==> src/rtl/width_unpack_pkg.sv <==
// Shared constants for the sample-width unpacker: mode codes, FSM state
// encodings and default widths.
package width_unpack_pkg;

  localparam int DATA_W_DEF   = 16;
  localparam int CNT_IN_W_DEF = 5;

  // width_sel codes; reserved codes 2 and 3 behave as 16-bit
  localparam logic [1:0] WSEL_8B  = 2'd0;
  localparam logic [1:0] WSEL_16B = 2'd1;

  // FSM state encodings
  localparam logic [0:0] S_IDLE    = 1'b0;
  localparam logic [0:0] S_LO_PEND = 1'b1;

  // True only for the packed two-samples-per-word mode
  function automatic logic is_8b_mode(input logic [1:0] wsel);
    return (wsel == WSEL_8B);
  endfunction

endpackage

==> src/rtl/width_unpack_expand.sv <==
// Places a half-width sample into a full-width output word: either in the
// upper half with the lower half zero-filled, or sign-extended in the lower
// half.
module width_unpack_expand #(
  parameter int DATA_W   = 16,
  parameter bit SIGN_EXT = 1'b0
) (
  input  logic [DATA_W/2-1:0] half_in,
  output logic [DATA_W-1:0]   sample_out
);

  localparam int HALF_W = DATA_W / 2;

  generate
    if (SIGN_EXT) begin : g_sext
      assign sample_out = {{HALF_W{half_in[HALF_W-1]}}, half_in};
    end else begin : g_upper
      assign sample_out = {half_in, {HALF_W{1'b0}}};
    end
  endgenerate

endmodule

==> src/rtl/width_unpack.sv <==
// Unpacks 16-bit words from the DDC packer back into one sample per cycle.
// In 8-bit mode a word yields two samples on consecutive cycles (upper byte
// first); in 16-bit mode the word passes straight through. Sample index and
// sync enable are regenerated at the sample rate.
module width_unpack
  import width_unpack_pkg::*;
#(
  parameter int DATA_W   = DATA_W_DEF,
  parameter int CNT_IN_W = CNT_IN_W_DEF,
  parameter bit SIGN_EXT = 1'b0
) (
  input  logic                clk,
  input  logic                rst,
  input  logic                en_sync_in,
  input  logic [CNT_IN_W-1:0] cnt_sync_in,
  input  logic [DATA_W-1:0]   data_in,
  input  logic [1:0]          width_sel,
  output logic                in_ready,
  output logic                en_sync_out,
  output logic [CNT_IN_W:0]   cnt_sync_out,
  output logic [DATA_W-1:0]   data_out,
  output logic                overflow
);

  localparam int HALF_W = DATA_W / 2;

  logic [0:0]          state_r;
  logic [1:0]          mode_r;      // width_sel latched on the last accepted word
  logic [HALF_W-1:0]   lo_hold_r;   // second sample of an 8-bit word
  logic [CNT_IN_W-1:0] cnt_hold_r;  // word index belonging to lo_hold_r

  logic                accept_s;
  logic                sel_8b_s;
  logic [DATA_W-1:0]   hi_exp_s;
  logic [DATA_W-1:0]   lo_exp_s;

  // A word can only be taken when no lo byte is waiting to go out
  assign in_ready = (state_r == S_IDLE);
  assign accept_s = en_sync_in & in_ready;
  assign sel_8b_s = is_8b_mode(width_sel);

  width_unpack_expand #(
    .DATA_W   (DATA_W),
    .SIGN_EXT (SIGN_EXT)
  ) u_expand_hi (
    .half_in    (data_in[DATA_W-1:HALF_W]),
    .sample_out (hi_exp_s)
  );

  width_unpack_expand #(
    .DATA_W   (DATA_W),
    .SIGN_EXT (SIGN_EXT)
  ) u_expand_lo (
    .half_in    (lo_hold_r),
    .sample_out (lo_exp_s)
  );

  // Unpack FSM: accept words in S_IDLE, emit the held lo byte in S_LO_PEND
  always_ff @(posedge clk or posedge rst) begin
    if (rst) begin
      state_r      <= S_IDLE;
      mode_r       <= WSEL_16B;
      lo_hold_r    <= {HALF_W{1'b0}};
      cnt_hold_r   <= {CNT_IN_W{1'b0}};
      en_sync_out  <= 1'b0;
      cnt_sync_out <= {(CNT_IN_W+1){1'b0}};
      data_out     <= {DATA_W{1'b0}};
    end else begin
      case (state_r)
        S_IDLE: begin
          if (accept_s) begin
            mode_r      <= width_sel;
            en_sync_out <= 1'b1;
            if (sel_8b_s) begin
              data_out     <= hi_exp_s;
              cnt_sync_out <= {cnt_sync_in, 1'b0};
              lo_hold_r    <= data_in[HALF_W-1:0];
              cnt_hold_r   <= cnt_sync_in;
              state_r      <= S_LO_PEND;
            end else begin
              data_out     <= data_in;
              cnt_sync_out <= {1'b0, cnt_sync_in};
              state_r      <= S_IDLE;
            end
          end else begin
            en_sync_out <= 1'b0;
          end
        end
        S_LO_PEND: begin
          // S_LO_PEND is only entered from an 8-bit word; anything else is a
          // corrupted state and is retired without a pulse
          if (is_8b_mode(mode_r)) begin
            data_out     <= lo_exp_s;
            cnt_sync_out <= {cnt_hold_r, 1'b1};
            en_sync_out  <= 1'b1;
          end else begin
            en_sync_out  <= 1'b0;
          end
          state_r <= S_IDLE;
        end
        default: begin
          en_sync_out <= 1'b0;
          state_r     <= S_IDLE;
        end
      endcase
    end
  end

  // Sticky flag for a word offered while the lo byte was still pending
  always_ff @(posedge clk or posedge rst) begin
    if (rst) begin
      overflow <= 1'b0;
    end else if (en_sync_in && !in_ready) begin
      overflow <= 1'b1;
    end else begin
      overflow <= overflow;
    end
  end

endmodule

==> config.mk <==
export PLATFORM = sky130hd
export DESIGN_NAME = width_unpack
export DESIGN_NICKNAME = d
export VERILOG_FILES = /design/src/rtl/width_unpack_pkg.sv /design/src/rtl/width_unpack_expand.sv /design/src/rtl/width_unpack.sv
export SDC_FILE = /design/constraint.sdc
export NUM_CORES = 1
export LEC_CHECK = 0
export ABC_AREA = 1
export BUFFER_PORTS_ARGS = -buffer_cell sky130_fd_sc_hd__clkbuf_2
export CAP_MARGIN = 15
export CELL_PAD_IN_SITES_DETAIL_PLACEMENT = 0
export CELL_PAD_IN_SITES_GLOBAL_PLACEMENT = 1
export CORE_MARGIN = 2
export CORE_UTILIZATION = 38
export DETAILED_ROUTE_END_ITERATION = 16
export GPL_ROUTABILITY_DRIVEN = 0
export PLACE_DENSITY_LB_ADDON = 0.3
export SYNTH_ARGS = -nofsm -noshare
export SYNTH_HDL_FRONTEND = slang
export SYNTH_SLANG_ARGS = --single-unit
==> constraint.sdc <==
create_clock -name clk -period 1.4 [get_ports clk]
set_input_delay 0.14 -clock clk [delete_from_list [all_inputs] [get_ports clk]]
set_output_delay 0.14 -clock clk [all_outputs]
set_load 0.02 [all_outputs]
==> run_results.csv <==
group,metric,value,unit
floorplan,io_pins,51,
setup_path,worstSetupPathType,"flop to output pin",
yosys,ys_ff_latch,40,
global_route,grt_pass1_vias,1369,
placement,hpwl,3020,um
finish,mostFrequentLayoutCell,"nand2_1",
drt,drt_iter0_drc,33,
global_route,globalRoute.totalOverflow,0,
clocking,clock_latency,0.28,ns
setup_path,cp_slowest_cell,"dfrtp_2",
setup_path,path_cells,"inv_4 > buf_4 > clkbuf_2",
yosys,synthesis.area,1860,sq um
global_route,track_usage,16.8,%
timing,setup_viol,0,
timing,whs,0.0983,ns
yosys,ys_types,23,
placement,portBuffers,50,
finish,drive_above_1_share,32.1,%
timing,finalMaxSlewViolations,0,
setup_path,critPathCaptureType,"output pin",
yosys,avgSynthCellArea,8.90,sq um
timing,min_period_over_period,95.1,%
setup_path,arrival,1.19,ns
timing,finalClockSkew,0.00110,ns
finish,final_area,2290,sq um
finish,area_growth,23.0,%
setup_path,startpoint_type,"flop",
drt,drc,0,
finish,final_cell_mix,"nand2_1, clkbuf_2, dfrtp_1",
drt,ant_nets,0,
timing,rsz0062_at_grt,"no",
global_route,grt_max_degree,41,
floorplan,rows,25,
timing,slew_headroom,68.4,%
global_route,antenna_found_initial,0,
clocking,clkTransAtPathRegs,0.07,ns
finish,fin_util,48.4,%
floorplan,die_h,74.0,um
clocking,root_buffer,"clkbuf_8",
clocking,htree_levels,2,
timing,period_minus_slack,1.33,ns
floorplan,die-area,5470,sq um
drt,viasPerCell,4.51,
floorplan,die_w,74.0,um
power,p_leak,1.21,nW
power,powerDensity,1230,nW/um^2
finish,nets,291,
timing,max_freq,751,MHz
clocking,cts_tree,"done",
global_route,grt_pass1_wl,6900,um
finish,antennaDiodeCount,0,
setup_path,crit_fanout,7,
timing,fin_tns_setup,0,ns
placement,dpl-instance-area,2180,sq um
timing,hold_violations,0,
setup_path,cpPeakStageDelay,0.48,ns
min_path,hold_path_class,"primary input to flop",
run_status,status,"completed",
timing,worst_pin_slew,0.473,ns
drt,routedWlPerCell,12.5,um
drt,num_vias,1496,
yosys,seq_area_frac_synth,53.9,%
yosys,ys_warn_count,0,
flow_run,max-cap-violations,0,
drt,first_pass_iters,4,
setup_path,cp.required,1.26,ns
finish,nFillCells,514,
clocking,clockBufferDepth,2,
yosys,synth_nets,235,
yosys,syn-instance-count,209,
power,peakVddDrop,0.000774,V
clocking,cts_buffers,5,
floorplan,coreArea,4720,sq um
drt,wl,4150,um
clocking,clock-sinks,40,
floorplan,initial_core_util,39.4,%
-- logic make-up after synthesis --
family	after synthesis	synth area share [%]
AO/OA/AOI/OAI	29	9.35
AND/OR/NAND/NOR	118	29.1
buffers and inverters	22	7.67
flip-flops	40	53.9
-- final cells by class --
cell class | count | area [sq um] | share of cell area (%)
timing repair buffer | 60 | 340 | 14.9
clock buffer | 7 | 96.3 | 4.21
multi-input combinational | 147 | 714 | 31.2
sequential | 40 | 1000 | 43.9
inverter | 11 | 48.8 | 2.13
tap | 67 | 83.8 | 3.67
-- per-stage QoR --
stage / worst slack, ns / instances / power [mW]
3_5_place_dp: 0.170 / 324 / 2.03
2_1_floorplan: 0.289 / 209 / 1.82
3_3_place_gp: 0.191 / 324 / 2.02
4_1_cts: 0.0256 / 332 / 2.85
5_1_grt: 0.0199 / 332 / 2.98
6_report: 0.0693 / 332 / 2.81
-- worst paths after layout --
check | start | endpoint | slack (ns) | depth (start not counted)
setup / recovery | state_r | in_ready | 0.07 | 3
hold / removal | data_in[0] | lo_hold_r[0] | 0.1 | 3
setup reg to reg | mode_r[1] | cnt_sync_out[3] | 0.20 | 6
hold reg to reg | lo_hold_r[3] | lo_hold_r[3] | 0.49 | 2
max in group asynchronous | rst | mode_r[0] | 0.72 | 4
min in group asynchronous | rst | mode_r[1] | 0.43 | 4
-- sequential cells by signal (all words and copies together) (netlist names) --
| signal | flops |
|---|---|
| data_out | 16 |
| state_r | 1 |
| cnt_hold_r | 5 |
| en_sync_out | 1 |
| cnt_sync_out | 6 |
| lo_hold_r | 8 |
| mode_r | 2 |
| overflow | 1 |
-- power by group --
part	internal [mW]	leakage [nW]	switching, mW
logic	0.221	0.675	0.376
clock network	0.439	0.0503	0.373
registers	1.32	0.488	0.0836
total	1.98	1.21	0.832
-- synthesized netlist by cell type --
library cell,number,area (sq um)
nand3_1,26,130
nand2_1,77,289
buf_2,4,20.0
o21ai_2,4,35.0
nor2_8,1,20.0
nand2_8,1,20.0
buf_12,1,20.0
inv_2,1,3.75
o21ai_1,14,70.1
nor2_4,1,11.3
a21oi_1,2,10.0
buf_6,3,33.8
inv_1,9,33.8
o21bai_1,5,37.5
nor2_1,4,15.0
dfrtp_1,39,976
o21ai_0,3,15.0
buf_4,3,22.5
nand2_4,1,11.3
inv_6,1,8.76
dfstp_2,1,26.3
o22ai_1,1,6.26
nand2_2,7,43.8
-- critical path, delay by kind of cell (launching register included) --
kind     cells  cell delay [ns]
flops        1             0.48
buf+inv      3             0.43
-- repair_timing --
| action | 4_1_cts | 5_1_grt |
|---|---|---|
| gates resized for setup | 1 | 1 |
| hold buffers | 1 | 0 |
| endpoints found under the hold margin | 39 | 0 |
| endpoints found under the setup margin | 1 | 1 |
| buffers inserted | 0 | 0 |
-- per-layer routing --
metal	up-vias	global-route usage, %	wire (um)
li1	785	-	-
met1	681	25.8	2120
met2	28	24.1	1870
met3	2	3.93	136
met4	0	3.64	20
met5	-	0	0
No activity file was read; power rests on OpenSTA's default activity.
